$ cat src/rtl/rtc_bus_sequencer_pkg.sv
// Shared types and default timing for the RTC bus sequencer.
// Latency: n/a (types, constants and pure helper functions only).
// Backpressure: n/a.
package rtc_bus_pkg;

    localparam int CNT_W = 8;

    localparam int DEF_T_SETUP = 2;
    localparam int DEF_T_PULSE = 3;
    localparam int DEF_T_HOLD  = 1;
    localparam int DEF_T_GAP   = 2;

    typedef logic [CNT_W-1:0] cnt_t;

    typedef enum logic [2:0] {
        IDLE,
        A_SETUP,
        A_STRB,
        A_HOLD,
        D_SETUP,
        D_STRB,
        D_HOLD,
        GAP
    } seq_state_e;

    function automatic logic is_addr_phase(seq_state_e s);
        return s inside {A_SETUP, A_STRB, A_HOLD};
    endfunction

    function automatic logic is_data_phase(seq_state_e s);
        return s inside {D_SETUP, D_STRB, D_HOLD};
    endfunction

endpackage

$ cat src/rtl/rtc_bus_sequencer_if.sv
// Host request/response and pad-block/RTC pin signals of the bus sequencer.
// Latency: n/a (signal bundle only).
// Backpressure: busy masks start; requests arriving while busy are dropped.
interface rtc_bus_sequencer_if;

    // host side
    logic       start;
    logic       rw;
    logic [7:0] addr;
    logic [7:0] wdata;
    logic       busy;
    logic       done;
    logic [7:0] rdata;

    // pad block and RTC strobes
    logic [7:0] bus_out;
    logic       bus_oe;
    logic       bus_cap;
    logic [7:0] bus_in;
    logic       cs_n;
    logic       rd_n;
    logic       wr_n;
    logic       a_d;

    // sequencer view
    modport slave (
        input  start, rw, addr, wdata, bus_in,
        output busy, done, rdata, bus_out, bus_oe, bus_cap, cs_n, rd_n, wr_n, a_d
    );

    // host / pad-block view
    modport master (
        output start, rw, addr, wdata, bus_in,
        input  busy, done, rdata, bus_out, bus_oe, bus_cap, cs_n, rd_n, wr_n, a_d
    );

endinterface

$ cat src/rtl/rtc_phase_timer.sv
// Loadable 8-bit down-counter that times each bus phase.
// Latency: load takes effect on the next clock; zero_o reflects the registered count.
// Backpressure: none; saturates at zero when neither loaded nor running.
module rtc_phase_timer
    import rtc_bus_pkg::*;
(
    input  logic clk,
    input  logic rst_n,
    input  logic load_i,
    input  cnt_t load_val_i,
    output cnt_t cnt_o,
    output logic zero_o,
    output logic next_zero_o
);

    cnt_t cnt_q;
    cnt_t cnt_d;

    // Load on phase entry, otherwise count down and stop at zero.
    always_comb begin
        cnt_d = cnt_q;
        if (load_i) begin
            cnt_d = load_val_i;
        end else if (cnt_q != '0) begin
            cnt_d = cnt_q - 1'b1;
        end
    end

    // Count register.
    always_ff @(posedge clk or negedge rst_n) begin
        if (!rst_n) begin
            cnt_q <= '0;
        end else begin
            cnt_q <= cnt_d;
        end
    end

    assign cnt_o       = cnt_q;
    assign zero_o      = (cnt_q == '0);
    // Lets the owner register outputs that depend on "last cycle of this phase".
    assign next_zero_o = (cnt_d == '0);

endmodule

$ cat src/rtl/rtc_bus_sequencer.sv
// Turns host register requests into address+data phase cycles on the muxed RTC bus.
// Latency: 2*(T_SETUP+T_PULSE+T_HOLD)+T_GAP busy cycles, done in the following cycle.
// Backpressure: start is only sampled in IDLE; requests while busy are dropped.
module rtc_bus_sequencer
    import rtc_bus_pkg::*;
#(
    parameter int T_SETUP = DEF_T_SETUP,
    parameter int T_PULSE = DEF_T_PULSE,
    parameter int T_HOLD  = DEF_T_HOLD,
    parameter int T_GAP   = DEF_T_GAP
) (
    input  logic                  clk,
    input  logic                  rst_n,
    rtc_bus_sequencer_if.slave    bus
);

    seq_state_e state_q, state_d;

    logic       rw_q, rw_d;
    logic [7:0] addr_q, addr_d;
    logic [7:0] wdata_q, wdata_d;

    logic       cs_n_q, cs_n_d;
    logic       rd_n_q, rd_n_d;
    logic       wr_n_q, wr_n_d;
    logic       a_d_q, a_d_d;
    logic       bus_oe_q, bus_oe_d;
    logic       bus_cap_q, bus_cap_d;
    logic [7:0] bus_out_q, bus_out_d;
    logic       busy_q, busy_d;
    logic       done_q, done_d;
    logic [7:0] rdata_q, rdata_d;

    logic       tmr_load;
    cnt_t       tmr_load_val;
    cnt_t       tmr_cnt;
    logic       tmr_zero;
    logic       tmr_next_zero;

    // Counter reload value (length - 1) for the phase being entered.
    function automatic cnt_t phase_load(seq_state_e s);
        case (s)
            A_SETUP, D_SETUP: return cnt_t'(T_SETUP - 1);
            A_STRB,  D_STRB:  return cnt_t'(T_PULSE - 1);
            A_HOLD,  D_HOLD:  return cnt_t'(T_HOLD - 1);
            GAP:              return cnt_t'(T_GAP - 1);
            default:          return '0;
        endcase
    endfunction

    assign tmr_load     = (state_d != state_q);
    assign tmr_load_val = phase_load(state_d);

    rtc_phase_timer u_timer (
        .clk         (clk),
        .rst_n       (rst_n),
        .load_i      (tmr_load),
        .load_val_i  (tmr_load_val),
        .cnt_o       (tmr_cnt),
        .zero_o      (tmr_zero),
        .next_zero_o (tmr_next_zero)
    );

    // Next state: accept in IDLE, then walk the phases as each count expires.
    always_comb begin
        state_d = state_q;
        rw_d    = rw_q;
        addr_d  = addr_q;
        wdata_d = wdata_q;
        case (state_q)
            IDLE: begin
                if (bus.start) begin
                    state_d = A_SETUP;
                    rw_d    = bus.rw;
                    addr_d  = bus.addr;
                    wdata_d = bus.wdata;
                end
            end
            A_SETUP: if (tmr_zero) state_d = A_STRB;
            A_STRB:  if (tmr_zero) state_d = A_HOLD;
            A_HOLD:  if (tmr_zero) state_d = D_SETUP;
            D_SETUP: if (tmr_zero) state_d = D_STRB;
            D_STRB:  if (tmr_zero) state_d = D_HOLD;
            D_HOLD:  if (tmr_zero) state_d = GAP;
            GAP:     if (tmr_zero) state_d = IDLE;
            default: state_d = IDLE;
        endcase
    end

    // Outputs decoded from the upcoming state so every pin comes straight from a flop.
    always_comb begin
        cs_n_d    = 1'b1;
        rd_n_d    = 1'b1;
        wr_n_d    = 1'b1;
        a_d_d     = 1'b0;
        bus_oe_d  = 1'b0;
        bus_cap_d = 1'b0;
        bus_out_d = bus_out_q;
        busy_d    = (state_d != IDLE);
        done_d    = (state_q == GAP) && (state_d == IDLE);
        rdata_d   = rdata_q;

        // Address is always written, whatever the transaction direction.
        if (is_addr_phase(state_d)) begin
            cs_n_d    = 1'b0;
            bus_out_d = addr_d;
            bus_oe_d  = 1'b1;
            wr_n_d    = (state_d != A_STRB);
        end

        if (is_data_phase(state_d)) begin
            cs_n_d = 1'b0;
            a_d_d  = 1'b1;
            if (rw_d) begin
                // Pins released for the whole data phase so the RTC can drive them.
                rd_n_d    = (state_d != D_STRB);
                bus_cap_d = (state_d == D_STRB) && tmr_next_zero;
            end else begin
                bus_out_d = wdata_d;
                bus_oe_d  = 1'b1;
                wr_n_d    = (state_d != D_STRB);
            end
        end

        // Pad block registered the pins at the end of the strobe; take them in the first hold cycle.
        if ((state_q == D_HOLD) && rw_q && (tmr_cnt == cnt_t'(T_HOLD - 1))) begin
            rdata_d = bus.bus_in;
        end
    end

    // State, request latch and output registers; reset releases the pins immediately.
    always_ff @(posedge clk or negedge rst_n) begin
        if (!rst_n) begin
            state_q   <= IDLE;
            rw_q      <= 1'b0;
            addr_q    <= '0;
            wdata_q   <= '0;
            cs_n_q    <= 1'b1;
            rd_n_q    <= 1'b1;
            wr_n_q    <= 1'b1;
            a_d_q     <= 1'b0;
            bus_oe_q  <= 1'b0;
            bus_cap_q <= 1'b0;
            bus_out_q <= '0;
            busy_q    <= 1'b0;
            done_q    <= 1'b0;
            rdata_q   <= '0;
        end else begin
            state_q   <= state_d;
            rw_q      <= rw_d;
            addr_q    <= addr_d;
            wdata_q   <= wdata_d;
            cs_n_q    <= cs_n_d;
            rd_n_q    <= rd_n_d;
            wr_n_q    <= wr_n_d;
            a_d_q     <= a_d_d;
            bus_oe_q  <= bus_oe_d;
            bus_cap_q <= bus_cap_d;
            bus_out_q <= bus_out_d;
            busy_q    <= busy_d;
            done_q    <= done_d;
            rdata_q   <= rdata_d;
        end
    end

    assign bus.cs_n    = cs_n_q;
    assign bus.rd_n    = rd_n_q;
    assign bus.wr_n    = wr_n_q;
    assign bus.a_d     = a_d_q;
    assign bus.bus_oe  = bus_oe_q;
    assign bus.bus_cap = bus_cap_q;
    assign bus.bus_out = bus_out_q;
    assign bus.busy    = busy_q;
    assign bus.done    = done_q;
    assign bus.rdata   = rdata_q;

endmodule

$ cat src/flat_wrapper.sv
// flat-port wrapper written by rule: the top's interface ports become plain ports
module rtc_bus_sequencer_flat import rtc_bus_pkg::*;
#(
    parameter int T_SETUP = DEF_T_SETUP,
    parameter int T_PULSE = DEF_T_PULSE,
    parameter int T_HOLD  = DEF_T_HOLD,
    parameter int T_GAP   = DEF_T_GAP
)
  (clk, rst_n, bus_start, bus_rw, bus_addr, bus_wdata, bus_bus_in, bus_busy, bus_done, bus_rdata, bus_bus_out, bus_bus_oe, bus_bus_cap, bus_cs_n, bus_rd_n, bus_wr_n, bus_a_d);
  rtc_bus_sequencer_if bus_i ();
  input  logic clk;
  input  logic rst_n;
  input wire logic [$bits(bus_i.start)-1:0] bus_start;
  input wire logic [$bits(bus_i.rw)-1:0] bus_rw;
  input wire logic [$bits(bus_i.addr)-1:0] bus_addr;
  input wire logic [$bits(bus_i.wdata)-1:0] bus_wdata;
  input wire logic [$bits(bus_i.bus_in)-1:0] bus_bus_in;
  output wire logic [$bits(bus_i.busy)-1:0] bus_busy;
  output wire logic [$bits(bus_i.done)-1:0] bus_done;
  output wire logic [$bits(bus_i.rdata)-1:0] bus_rdata;
  output wire logic [$bits(bus_i.bus_out)-1:0] bus_bus_out;
  output wire logic [$bits(bus_i.bus_oe)-1:0] bus_bus_oe;
  output wire logic [$bits(bus_i.bus_cap)-1:0] bus_bus_cap;
  output wire logic [$bits(bus_i.cs_n)-1:0] bus_cs_n;
  output wire logic [$bits(bus_i.rd_n)-1:0] bus_rd_n;
  output wire logic [$bits(bus_i.wr_n)-1:0] bus_wr_n;
  output wire logic [$bits(bus_i.a_d)-1:0] bus_a_d;
  assign bus_i.start = bus_start;
  assign bus_i.rw = bus_rw;
  assign bus_i.addr = bus_addr;
  assign bus_i.wdata = bus_wdata;
  assign bus_i.bus_in = bus_bus_in;
  assign bus_busy = bus_i.busy;
  assign bus_done = bus_i.done;
  assign bus_rdata = bus_i.rdata;
  assign bus_bus_out = bus_i.bus_out;
  assign bus_bus_oe = bus_i.bus_oe;
  assign bus_bus_cap = bus_i.bus_cap;
  assign bus_cs_n = bus_i.cs_n;
  assign bus_rd_n = bus_i.rd_n;
  assign bus_wr_n = bus_i.wr_n;
  assign bus_a_d = bus_i.a_d;
  rtc_bus_sequencer #(.T_SETUP(T_SETUP), .T_PULSE(T_PULSE), .T_HOLD(T_HOLD), .T_GAP(T_GAP)) u_core (.clk(clk), .rst_n(rst_n), .bus(bus_i));
endmodule
$ cat config.mk
export PLATFORM = sky130hd
export DESIGN_NAME = rtc_bus_sequencer_flat
export DESIGN_NICKNAME = d
export VERILOG_FILES = /design/src/rtl/rtc_bus_sequencer_pkg.sv /design/src/rtl/rtc_bus_sequencer_if.sv /design/src/rtl/rtc_phase_timer.sv /design/src/rtl/rtc_bus_sequencer.sv /design/src/flat_wrapper.sv
export SDC_FILE = /design/constraint.sdc
export NUM_CORES = 1
export LEC_CHECK = 0
export BUFFER_PORTS_ARGS = -buffer_cell sky130_fd_sc_hd__buf_2
export CELL_PAD_IN_SITES_DETAIL_PLACEMENT = 2
export CELL_PAD_IN_SITES_GLOBAL_PLACEMENT = 2
export CORE_UTILIZATION = 38
export CTS_CLUSTER_SIZE = 12
export DETAILED_ROUTE_END_ITERATION = 6
export PLACE_DENSITY = 0.83
export SYNTH_ARGS = -nofsm -noshare
export SYNTH_HDL_FRONTEND = slang
export SYNTH_HIERARCHICAL = 1
export SYNTH_SLANG_ARGS = --single-unit
$ cat constraint.sdc
create_clock -name clk -period 8.61 [get_ports clk]
set_input_delay 0.861 -clock clk [delete_from_list [all_inputs] [get_ports clk]]
set_output_delay 0.861 -clock clk [all_outputs]
set_load 0.02 [all_outputs]
## After elaboration in Yosys (flattened, before gate mapping)

Cells that the tools add are included.

- Add/subtract/negate cells: 1
- Equal/unequal tests: 17
- Muxes and demuxes: 34
- Reduce and logical (&&, ||, !) cells: 14

Operators with widths:

| kind | number |
|---|---|
| 8-bit 2-to-1 mux | 9 |
| 3-bit == test (second input constant) | 8 |
| 3-bit 2-to-1 mux | 8 |
| 3-bit one-hot mux with 8 select lines | 1 |
| 8-bit zero test | 2 |
| 1-bit 2-to-1 mux | 15 |
| 3-bit by 2-bit == test with 1-bit output (second input constant) | 4 |
| 3-bit nonzero test | 3 |
| 8-bit nonzero test | 1 |
| 8-bit by 1-bit subtractor with 8-bit output (second input constant) | 1 |
| 3-bit by 1-bit == test with 1-bit output (second input constant) | 2 |
| 3-bit zero test | 2 |
| 1-bit logical AND | 4 |
| 2-bit one-hot mux with 2 select lines | 1 |
| 3-bit by 2-bit inequality test with 1-bit output (second input constant) | 1 |
| 3-bit inequality test | 1 |
| 3-bit inequality test (second input constant) | 1 |
| 3-bit OR reduction | 1 |
| 2-bit OR reduction | 1 |

- Register bits: 52
- Bits of input ports: 28
- Output and inout bits: 24
- Logic and storage cells: 81

## Logic depth before layout (Yosys ltp)

Gate-level depths: netlist (run 1).

- Depth in word-level cells: 11
- Depth in mapped cells: 16
- Gate-level depth less buffers: 16

## Cells and area by module

The synthesis (run 1) kept the hierarchy.

Modules (own cells, without submodules):

| module | instances | cells each | area an instance (sq um) | sequential area each (sq um) |
|---|---|---|---|---|
| rtc_bus_sequencer | 1 | 132 | 1,874.3 | 1,104.8 |
| rtc_phase_timer | 1 | 66 | 590.6 | 200.2 |

## Worst setup path after synthesis (run 1)

Ideal clock, no wire load.

- Path kind: register to register
- Start: register u_core.u_timer.cnt_q[0] (netlist: u_core/u_timer/cnt_o[0])
- End: register u_core.bus_cap_q (netlist: u_core/bus.bus_cap)
- Library setup time: 0.072 ns
- Data arrival time: 2.906 ns
- Data required time: 8.538 ns
- Setup slack: 5.633 ns
- Cell stages (with the launch flop): 17
- Buffers on the path: 0
- Period minus slack after synthesis: 2.977 ns
- Cells stage by stage: dfrtp_1 inv_1 ha_1 nor4b_2 nand2_1 inv_1 and3_1 xor2_1 xnor2_1 mux2i_1 nor3_1 and3_1 a211oi_1 a221o_1 nor4_2 inv_1 nor2_1

- Cells in the longest elaborated chain, start to end: 11
- Elaborated cells on any way between the ends: 28
- Those cells by class: add/sub (1); eq/ne (7); mux (13); reduce/logical (7)

Ends and longest elaborated chain:

| what | line | RTL |
|---|---|---|
| start: declaration | rtc_phase_timer.sv:16 | `cnt_t cnt_q;` |
| start signal: assignment | rtc_phase_timer.sv:34 | `cnt_q <= cnt_d;` |
| 8-bit zero test * | rtc_phase_timer.sv:39 | `assign zero_o = (cnt_q == '0);` |
| via u_core.tmr_zero | rtc_bus_sequencer.sv:37 | `logic tmr_zero;` |
| 3-bit 2-to-1 mux, or another cell as far along | rtc_bus_sequencer.sv:85 | `GAP: if (tmr_zero) state_d = IDLE;` |
| 3-bit one-hot mux with 8 select lines * | rtc_bus_sequencer.sv:70 | `case (state_q)` |
| via u_core.state_d[2] | rtc_bus_sequencer.sv:17 | `seq_state_e state_q, state_d;` |
| 3-bit == test, or another cell as far along | rtc_bus_sequencer.sv:42 | `case (s)` |
| 3-bit OR reduction (no source line) / 2-bit OR reduction (equally long branches) | n/a |  |
| 2-bit one-hot mux with 2 select lines * | rtc_bus_sequencer.sv:42 |  |
| via u_core.tmr_load_val[0] | rtc_bus_sequencer.sv:35 | `cnt_t tmr_load_val;` |
| 8-bit 2-to-1 mux * | rtc_phase_timer.sv:22 | `if (load_i) begin` |
| 8-bit zero test * | rtc_phase_timer.sv:41 | `assign next_zero_o = (cnt_d == '0);` |
| via u_core.tmr_next_zero | rtc_bus_sequencer.sv:38 | `logic tmr_next_zero;` |
| 1-bit logical AND * | rtc_bus_sequencer.sv:117 | `bus_cap_d = (state_d == D_STRB) && tmr_next_zero;` |
| 1-bit 2-to-1 mux * | rtc_bus_sequencer.sv:114 | `if (rw_d) begin` |
| 1-bit 2-to-1 mux * | rtc_bus_sequencer.sv:111 | `if (is_data_phase(state_d)) begin` |
| via u_core.bus_cap_d | rtc_bus_sequencer.sv:28 | `logic bus_cap_q, bus_cap_d;` |
| end signal: assignment | rtc_bus_sequencer.sv:158 | `bus_cap_q <= bus_cap_d;` |
| end: declaration | rtc_bus_sequencer.sv:28 |  |

Mark *: on every way through the listed nets, which the timed path passes. The rest lies on a longest branch.
A chain may end at the register's enable or synchronous reset.

## Final worst setup path (run 1)

Ends and elaborated chain as after synthesis.

==> results by group, run 1 <==
Synthesis
  – Yosys reg bits: 52
  – Area leader, netlist: dfrtp_1
  – Largest cells by area after synthesis: dfrtp_1 50%, mux2_2 19%, dfstp_2 3.2%
  – Synth top area share: 49.7%
  – Cells after synthesis: between 150 and 200
  – Post-synth top flop: dfrtp_1
  – Mapped cell area: approximately 2500 µm²
  – Ys async rst share: 100%
  – Count of flip-flops with a built-in enable after synthesis: 0
  – Distinct cells, synth: between 40 and 50
  – Sequential fraction of the synthesis area: 52.9%
  – Syn Area/Cell: 12.4 µm²
  – YS warnings: 6

Global routing
  – Pin count of the biggest net entering global routing: 53
  – Gr ovfl total: 0
  – First-pass GRT wire length: about 9300 µm
  – Number of global-route vias before repair: 1815
  – Antenna violations before repair: 0
  – GRT Total Usage: 18.5%

STA
  – # setup viols final: 0
  – Period utilization: 42.5%
  – Max-Slew Margin vs Limit: approximately 46%
  – Setup Skew: 8.13 ps
  – Hold slack final: 502 ps
  – Slew @ Worst Pin: 800 ps
  – Hold Vio Cnt, Final: 0
  – Setup ws final: roughly 5000 ps
  – Setup_tns: 0 ps
  – Minimum clock period: 3660 ps
  – Fmax: 274 MHz
  – Max-slew violations: 0
  – RSZ-0062 raised after global routing: no

Pwr
  – Peak supply drop: about 0.00014 V
  – LEAKAGE: 1.32 nW
  – Cell area power density: 314 nW/µm²
  – Design Power: between 0.9 and 1 mW

Floorplan
  – Die footprint: 6810 µm²
  – DIE WIDTH: 82.5 µm
  – I/O Pins: 52
  – Cell row count: 28
  – Die Span Y: 82.5 µm
  – Initial Utilization: 40.4%
  – Core Area: a little over 6000 µm²

CTS
  – Clk Latency, worst-skew pair: 310 ps
  – CTS Sinks: 52
  – Maximum clock insertion buffer count: 2
  – CTS root buffer: clkbuf_8
  – Clk pin slew, worst setup/hold paths: 90 ps
  – # hold bufs at CTS: 0
  – CTS buffer count: 5
  – H-tree depth: 2
  – Post-CTS sizing: 0
  – TritonCTS clock tree: built
  – Post-CTS Setup Bufs: 0

Detailed routing
  – ANT nets after route: 0
  – Via count of the routed design: 1712
  – DR pass1 iterations: 4
  – Residual DRC: 0
  – Via-to-Cell Ratio: 5.11
  – Final WL: 6020 µm
  – WL/cell: 18.0 µm
  – Initial DRC Count: 64

Setup path
  – Setup crit end: u_core/bus.bus_cap
  – Crit. End Element: flop
  – Critical Path Start: u_core/u_timer/cnt_o[0]
  – FF-to-FF path depth: 16
  – R2r endpoint: u_core/bus.bus_cap
  – Flop-to-flop setup slack: 4950 ps
  – Worst path arrival time: 3890 ps
  – Critical path class: reg -> reg
  – Crit Path Max Fanout: 10
  – Worst r2r src: u_core/u_timer/cnt_o[0]
  – CP Launch Type: flop
  – Critical path data required time: 8840 ps

Placed design
  – Pre-CTS worst setup slack: 5010 ps
  – Gpl congestion: 0.755
  – I/O Buffers: 51
  – DP HPWL: roughly 4500 µm

Cells and area
  – Area growth from synthesis to layout: 18.3%
  – Core Util, Final: 47.8%
  – ANT cells: 0
  – Ratio of cells with drive above 1 in the final layout: ~43%
  – NumNets Final: about 290

Worst hold path
  – Hold Crit Depth: 1
  – Class of the worst hold path: reg -> reg

Run
  – Max-cap viol count: 0

Outcome
  – Outcome: completed
-- layout by cell type, fill, tap and decap left out, drive strengths merged, types with 2 or more instances in the layout --
cell type and count:
o31ai 2, a21oi 6, mux2 44, a311oi 2, and3 2, nand2 13, buf 53, inv 13
nand3 2, nor2 10, xnor2 3, ha 2, clkbuf 7, nor4b 4, nor4 3, o21ai 5
dfstp 3, or3 2, xor2 4, conb 8, a211oi 3, nor3 5, a21boi 2, nor2b 2
dfrtp 49, mux2i 2
-- report_power, final --
part	leakage (nW)	internal [mW]	switching [mW]
clock network	0.0524	0.0872	0.0818
logic	0.655	0.160	0.179
registers	0.614	0.334	0.0731
-- final cells by class --
cell class | count | area, µm²
inverters | 13 | 48.8
multi-input cells | 134 | 1090
well taps | 75 | 93.8
flip-flops and latches | 52 | 1310
clock buffers | 7 | 76.3
clock inverters | 1 | 30.0
repair buffers | 53 | 270
fillers | 633 | 3180
-- logic make-up (layout without fill, tap and decap cells) --
kind of cell             count (synthesis)  count (layout)  share of synthesized area, %
AO/OA/AOI/OAI                           24              24                          6.40
XOR/XNOR                                 7               7                          2.49
adder cells (fa/ha/maj)                  2               2                          1.02
buffers and inverters                   19              74                          3.86
flip-flops                              52              52                          52.9
multiplexers                            46              46                          21.2
other                                    1               8                         0.152
AND/OR/NAND/NOR                         47              47                          11.9
-- sequential cells by signal, summed over array words and instances, names as in the netlist --
signal                flops
u_core/bus.wr_n           1
u_core/bus.a_d            1
u_core/u_timer/cnt_o      8
u_core/bus.rd_n           1
u_core/rw_q               1
u_core/wdata_q            8
u_core/bus.rdata          8
u_core/bus.done           1
u_core/bus.bus_cap        1
u_core/addr_q             8
u_core/bus.bus_oe         1
u_core/bus.bus_out        8
u_core/bus.cs_n           1
u_core/bus.busy           1
u_core/state_q            3
-- metrics by stage --
step                cell area (µm²)  instances
floorplan                      2490        205
global placement               2810        327
detailed placement             2810        327
CTS                            2920        335
global route                   2920        335
finish                         2920        335
-- metal layers --
layer / global-route usage [%] / routed length [µm]
met1: 22.6 / 2620
met2: 33.0 / 3100
met3: 3.41 / 229
met4: 5.69 / 70
met5: 0 / 0
-- cell usage after synthesis, types with 2 or more instances --
cell      instances
a21oi_1           6
nor2b_1           2
mux2_2           42
nor2_1           10
nand2_1          12
dfrtp_1          49
xnor2_1           3
o21ai_0           5
inv_1            13
nor4b_1           2
mux2i_1           2
nor3_1            3
buf_6             3
clkbuf_1          2
nor4_1            2
and3_1            2
dfstp_2           3
o31ai_1           2
mux2_4            2
xor2_1            4
or3_1             2
a211oi_1          3
a311oi_1          2
a21boi_0          2
ha_1              2
-- critical path, cell delays in order, from the launching register on --
cell and delay, ps:
dfrtp_1 440, inv_1 160, ha_1 210, nor4b_2 380, nand2_1 180, inv_1 270, and3_1 300, xor2_1 330
xnor2_1 160, mux2i_1 110, nor3_1 140, and3_1 170, a211oi_1 50, a221o_1 300, nor4_2 150, inv_1 80
nor2_1 130
-- worst min-delay path by stage --
stage                            from           endpoint  slack [ps]
floorplan            u_core/addr_q[0]   u_core/addr_q[0]         470
global placement     u_core/addr_q[2]   u_core/addr_q[2]         480
detailed placement   u_core/addr_q[6]   u_core/addr_q[6]         480
CTS                 u_core/wdata_q[6]  u_core/wdata_q[6]         510
global route        u_core/wdata_q[5]  u_core/wdata_q[5]         520
finish              u_core/wdata_q[6]  u_core/wdata_q[6]         500
Note: power is estimated with default switching activity, not from simulation.
==> run 2: changes to the inputs <==
--- a/config.mk
+++ b/config.mk
@@ -8,10 +8,10 @@
 export BUFFER_PORTS_ARGS = -buffer_cell sky130_fd_sc_hd__buf_2
 export CELL_PAD_IN_SITES_DETAIL_PLACEMENT = 2
 export CELL_PAD_IN_SITES_GLOBAL_PLACEMENT = 2
-export CORE_UTILIZATION = 38
+export CORE_UTILIZATION = 32
 export CTS_CLUSTER_SIZE = 12
 export DETAILED_ROUTE_END_ITERATION = 6
-export PLACE_DENSITY = 0.83
+export PLACE_DENSITY = 0.75
 export SYNTH_ARGS = -nofsm -noshare
 export SYNTH_HDL_FRONTEND = slang
 export SYNTH_HIERARCHICAL = 1
==> constraint.sdc (replaced) <==
create_clock -name clk -period 3.3 [get_ports clk]
set_input_delay 0.33 -clock clk [delete_from_list [all_inputs] [get_ports clk]]
set_output_delay 0.33 -clock clk [all_outputs]
set_load 0.02 [all_outputs]
==> results by group, run 2 (synthesized netlist as in run 1, its figures left out) <==
Detailed routing
  – Final WL: 6070 µm (+0.96%)
  – Residual DRC: 0 (unchanged)
  – WL/cell: 16.7 µm (-6.8%)
  – Met3 routed WL: 233 µm (+1.7%)
  – Via count of the routed design: 1758 (+2.7%)
  – DR pass1 iterations: 4 (unchanged)
  – Met2 wire length: 3140 µm (+1.4%)
  – ANT nets after route: 0 (unchanged)
  – Metal1 wirelength: 2630 µm (+0.31%)
  – Max layer used: met4
  – Via-to-Cell Ratio: 4.84 (-5.2%)
  – Initial DRC Count: 73 (+14%)

Setup path
  – CP top delay family: simple AND/OR/NAND/NOR gates
  – Critical path data required time: 3540 ps (-5300 ps)
  – Crit Path Max Fanout: 5 (-5)
  – CP Buf/Inv Count: 3 (unchanged)
  – CP max stage cell: dfrtp_1
  – Worst r2r src: u_core/u_timer/cnt_o[0]
  – Crit-path most repeated cell: inv_1
  – CP Launch Type: flop
  – FF-to-FF path depth: 16 (unchanged)
  – Flop-to-flop setup slack: 220 ps (-4730 ps)
  – Worst path arrival time: 3320 ps (-570 ps)
  – R2r endpoint: u_core/bus.bus_cap
  – Critical Path Start: u_core/u_timer/cnt_o[0]
  – Critical path class: reg -> reg
  – Crit path cell chain: inv_1, ha_1, nor4b_4, nand2_2, inv_2, and3_2, xor2_4, xnor2_1, mux2i_1, nor3_1, and3_1, a211oi_1, a221o_1, nor4_2, inv_1, nor2_1
  – Crit-path max cell delay: 390 ps (-50 ps)
  – Crit. End Element: flop

CTS
  – TritonCTS clock tree: built
  – Post-CTS Setup Bufs: 0 (unchanged)
  – CTS buffer count: 5 (unchanged)
  – Maximum clock insertion buffer count: 2 (unchanged)
  – CTS Sinks: 52 (unchanged)
  – Clk Latency, worst-skew pair: 310 ps (about the same)
  – CTS root buffer: clkbuf_8
  – H-tree depth: 2 (unchanged)
  – Clk pin slew, worst setup/hold paths: 100 ps (about the same)

STA
  – Minimum clock period: 3080 ps (-577 ps)
  – Slew @ Worst Pin: 949 ps (+149 ps)
  – RSZ-0062 raised after global routing: no
  – Setup ws final: 221 ps (-4730 ps)
  – Period utilization: 93.3% (+51 points)
  – Setup_tns: 0 ps (unchanged)
  – Hold Vio Cnt, Final: 0 (unchanged)
  – Setup Skew: 6.29 ps (-1.83 ps)
  – Fmax: 325 MHz (+19%)
  – # setup viols final: 0 (unchanged)
  – Max-Slew Margin vs Limit: 36.7% (-9.6 points)
  – Max-slew violations: 0 (unchanged)

Cells and area
  – NumNets Final: 293 (+1.4%)
  – Most frequent cells in the layout: 51 x buf_2, 49 x dfrtp_1, 42 x mux2_2, 12 x inv_1, 11 x nand2_1
  – ANT cells: 0 (unchanged)
  – Area growth from synthesis to layout: 21.6%
  – Ratio of cells with drive above 1 in the final layout: 47.0% (+3.5 points)
  – Post-route insts no fill: 363 (+8.4%)
  – Commonest non-fill, non-tap cell in the layout: buf_2

Floorplan
  – DIE WIDTH: 89.8 µm (+8.8%)
  – Core Area: 7330 µm² (+20%)
  – Initial Utilization: 33.6% (-6.8 points)
  – Die footprint: 8060 µm² (+18%)
  – Die Span Y: 89.8 µm (+8.8%)
  – Cell row count: 31 (+11%)
  – I/O Pins: 52 (unchanged)

Run
  – Max-cap viol count: 0 (unchanged)

Pwr
  – LEAKAGE: 1.34 nW (+1.6%)
  – Cell area power density: 789 nW/µm² (+150%)
  – Design Power: 2.37 mW (+160%)
  – Peak supply drop: 0.000200 V (+43%)

Global routing
  – First-pass GRT wire length: 10100 µm (+8.4%)
  – Gr ovfl total: 0 (unchanged)
  – GRT Total Usage: 16.0% (-2.5 points)
  – Antenna violations before repair: 0 (unchanged)
  – Pin count of the biggest net entering global routing: 44 (-17%)
  – Number of global-route vias before repair: 1951 (+7.5%)

Worst hold path
  – Class of the worst hold path: in -> async

Placed design
  – Pre-CTS worst setup slack: 15.0 ps (-4990 ps)
  – Gpl congestion: 0.765 (+1.3%)
  – Post-placement cell count: 355 (+8.6%)
  – DP HPWL: 4570 µm (+2.1%)
  – I/O Buffers: 51 (unchanged)

Outcome
  – Outcome: completed
-- run 2: layout make-up --
class / instances / area, µm²
Fill cell: 771 / 4330
Sequential cell: 52 / 1310
Multi-Input combinational cell: 134 / 1130
Timing Repair Buffer: 57 / 300
Tap cell: 99 / 124
Clock buffer: 5 / 68.8
Inverter: 13 / 48.8
Clock inverter: 3 / 21.3
-- run 2: per-stage QoR --
stage	utilization (%)	hold slack (ps)	cell area, µm²
2_1_floorplan	-	34.4	2490
3_3_place_gp	39.1	477	2870
3_5_place_dp	39.1	485	2870
4_1_cts	40.5	192	2970
5_1_grt	40.9	218	3000
6_report	40.9	159	3000
-- run 2: worst max-delay path by stage --
| stage | endpoint | cells past startpoint | slack [ps] |
|---|---|---|---|
| 2_1_floorplan | u_core/bus.bus_cap | 16 | 320 |
| 3_3_place_gp | u_core/bus.bus_cap | 16 | 190 |
| 3_5_place_dp | u_core/bus.bus_cap | 16 | 10 |
| 4_1_cts | u_core/bus.bus_cap | 16 | 7 |
| 5_1_grt | u_core/bus.bus_cap | 16 | 3 |
| 6_report | u_core/bus.bus_cap | 16 | 220 |
-- run 2: per-layer routing --
metal | GRT usage (%) | up-vias
li1 | - | 815
met1 | 20.2 | 891
met2 | 27.5 | 44
met3 | 3.30 | 8
met4 | 4.51 | 0
met5 | 0 | -
-- run 2: worst reg2reg max path: cells and delay by family (launching register included) --
| kind | cells | cell delay [ps] |
|---|---|---|
| compound gates | 2 | 350 |
| xor+xnor | 2 | 340 |
| fa+ha+maj | 1 | 200 |
| buf+inv | 3 | 300 |
| flops | 1 | 390 |
| mux | 1 | 110 |
| simple gates | 7 | 1330 |
-- run 2: where the power goes --
group | total (mW) | internal [mW] | switching, mW
Combinational | 0.945 | 0.446 | 0.499
Sequential | 1.05 | 0.871 | 0.176
Clock | 0.374 | 0.151 | 0.223
Total | 2.37 | 1.47 | 0.898
-- run 2: repair_timing --
item / in CTS / in global routing
hold buffers: 0 / 0
gates cloned: 0 / 0
pin swaps: 0 / 0
setup endpoints to repair: 1 / 1
resized for setup: 1 / 6
==> run 3: changes to the inputs <==
--- a/config.mk
+++ b/config.mk
@@ -5,13 +5,13 @@
 export SDC_FILE = /design/constraint.sdc
 export NUM_CORES = 1
 export LEC_CHECK = 0
-export BUFFER_PORTS_ARGS = -buffer_cell sky130_fd_sc_hd__buf_2
 export CELL_PAD_IN_SITES_DETAIL_PLACEMENT = 2
 export CELL_PAD_IN_SITES_GLOBAL_PLACEMENT = 2
-export CORE_UTILIZATION = 32
+export CORE_UTILIZATION = 37
 export CTS_CLUSTER_SIZE = 12
 export DETAILED_ROUTE_END_ITERATION = 6
-export PLACE_DENSITY = 0.75
+export DONT_BUFFER_PORTS = 1
+export PLACE_DENSITY = 0.74
 export SYNTH_ARGS = -nofsm -noshare
 export SYNTH_HDL_FRONTEND = slang
 export SYNTH_HIERARCHICAL = 1
==> results by group, run 3 (synthesized netlist as in run 1, its figures left out) <==
Floorplan
  – Initial Utilization: 38.6% (+5.0 points)
  – Die Span Y: 83.6 µm (-6.8%)
  – Core Area: 6390 µm² (-13%)
  – Cell row count: 29 (-6.5%)
  – DIE WIDTH: 83.6 µm (-6.8%)
  – Die footprint: 6990 µm² (-13%)
  – I/O Pins: 52 (unchanged)

Global routing
  – Gr ovfl total: 0 (unchanged)
  – First-pass GRT wire length: 9160 µm (-9.2%)
  – GRT Total Usage: 16.7% (+0.73 points)
  – Pin count of the biggest net entering global routing: 53 (+20%)
  – Antenna violations before repair: 0 (unchanged)
  – Number of global-route vias before repair: 1789 (-8.3%)

Outcome
  – Outcome: completed

Pwr
  – LEAKAGE: 1.16 nW (-14%)
  – Cell area power density: 828 nW/µm² (+4.9%)
  – Peak supply drop: 0.000479 V (+140%)

Cells and area
  – ANT cells: 0 (unchanged)
  – NumNets Final: 245 (-16%)
  – Final Instance Area: 2750 µm² (-8.3%)
  – Commonest non-fill, non-tap cell in the layout: dfrtp_1
  – Area growth from synthesis to layout: 11.5%
  – Most frequent cells in the layout: 49 x dfrtp_1, 42 x mux2_2, 12 x nand2_1, 11 x inv_1, 10 x nor2_1
  – Ratio of cells with drive above 1 in the final layout: 34.7% (-12 points)
  – Post-route insts no fill: 293 (-19%)

Detailed routing
  – Initial DRC Count: 33 (-55%)
  – WL/cell: 19.0 µm (+14%)
  – Residual DRC: 0 (unchanged)
  – Via-to-Cell Ratio: 5.26 (+8.5%)
  – Final WL: 5580 µm (-8.1%)
  – DR pass1 iterations: 4 (unchanged)
  – ANT nets after route: 0 (unchanged)
  – Via count of the routed design: 1540 (-12%)

Setup path
  – Worst path arrival time: 3360 ps (+40 ps)
  – R2r endpoint: u_core/bus.bus_cap
  – Critical Path Start: u_core/u_timer/cnt_o[0]
  – Crit. End Element: flop
  – Flop-to-flop setup slack: 190 ps (-30 ps)
  – FF-to-FF path depth: 16 (unchanged)
  – CP Launch Type: flop
  – Crit Path Max Fanout: 6 (+1)
  – Setup crit end: u_core/bus.bus_cap
  – Worst r2r src: u_core/u_timer/cnt_o[0]
  – Critical path data required time: 3540 ps (about the same)
  – Critical path class: reg -> reg

STA
  – Minimum clock period: 3110 ps (+32.2 ps)
  – Period utilization: 94.3% (+0.98 points)
  – Setup Skew: 4.48 ps (-1.81 ps)
  – # setup viols final: 0 (unchanged)
  – Slew @ Worst Pin: 846 ps (-102 ps)
  – Hold Vio Cnt, Final: 0 (unchanged)
  – Max-Slew Margin vs Limit: 43.3% (+6.5 points)
  – Max-slew violations: 0 (unchanged)
  – Setup_tns: 0 ps (unchanged)
  – Fmax: 321 MHz (-1.0%)

CTS
  – Maximum clock insertion buffer count: 2 (unchanged)
  – Clk Latency, worst-skew pair: 310 ps (about the same)
  – CTS buffer count: 5 (unchanged)
  – CTS Sinks: 52 (unchanged)
  – Clk pin slew, worst setup/hold paths: 100 ps (about the same)
  – H-tree depth: 2 (unchanged)
  – TritonCTS clock tree: built
  – CTS root buffer: clkbuf_8

Run
  – Max-cap viol count: 0 (unchanged)

Placed design
  – Gpl congestion: 0.827 (+8.2%)
  – DP HPWL: 4010 µm (-12%)
  – Post-placement cell count: 281 (-21%)
  – Dpl cell area: 2580 µm² (-10%)
  – I/O Buffers: 0 (-100%)

Worst hold path
  – Hold Crit Depth: 1
  – Class of the worst hold path: in -> reg
[run 3: cell types whose count changed in the layout (fill, tap and decap cells not counted), sizes merged]
cell,change
inv,-1
clkinv,+2
clkinvlp,-1
dlygate4sd3,+1
buf,-49
[run 3: layer usage]
layer / up-vias / GRT usage [%] / routed length [µm]
met5: - / 0 / 0
met1: 778 / 20.0 / 2370
met3: 5 / 4.06 / 236
met2: 39 / 29.0 / 2920
met4: 0 / 6.16 / 52
li1: 718 / - / -
[run 3: worst min path at each step]
| stage | start | end | slack, ps |
|---|---|---|---|
| final | bus_bus_in[4] | u_core/bus.rdata[4] | 170 |
| after global routing | bus_bus_in[5] | u_core/bus.rdata[5] | 150 |
| after CTS | bus_bus_in[4] | u_core/bus.rdata[4] | 160 |
| after detailed placement | rst_n | u_core/wdata_q[6] | 40 |
| after global placement | rst_n | u_core/addr_q[6] | 40 |
| after floorplan | rst_n | u_core/addr_q[0] | 30 |
[run 3: layout make-up]
| class | count | area, µm² |
|---|---|---|
| inverter | 13 | 48.8 |
| tap | 77 | 96.3 |
| fill | 663 | 3640 |
| clock inverter | 3 | 18.8 |
| timing repair buffer | 9 | 90.1 |
| clock buffer | 5 | 68.8 |
| multi-input combinational | 134 | 1120 |
| sequential | 52 | 1310 |
[run 3: repair_timing]
action,4_1_cts,5_1_grt
cloned,0,0
resized for setup,2,6
pin swaps,0,0
buffers inserted,1,1
endpoints found under the hold margin,52,0
endpoints found under the setup margin,1,1
hold buffers,2,0
[run 3: through the flow]
step                      hold slack, ps  worst slack (ps)  util [%]  total power, mW
after floorplan                     34.4               323         -             1.67
after global placement              35.5               204      40.4             1.80
after detailed placement            35.4              -155      40.4             1.88
after CTS                            163              48.2      42.6             2.28
after global routing                 153             -74.6      43.0             2.42
final                                167               189      43.0             2.27
[run 3: worst max-delay path: stages (launching register included)]
cell and delay, ps:
dfrtp_1 450, inv_2 120, ha_1 200, nor4b_4 240, nand2_1 150, inv_2 140, and3_4 240, xor2_2 180
xnor2_1 150, mux2i_1 110, nor3_1 180, and3_1 220, a211oi_1 70, a221o_1 280, nor4_2 130, inv_1 70
nor2_1 100
[run 3: report_power, final]
part	leakage [nW]	total, mW	internal (mW)	switching, mW
combinational	0.499	0.745	0.381	0.363
clock	0.0479	0.368	0.149	0.219
sequential	0.614	1.16	0.872	0.290
total	1.16	2.27	1.40	0.872
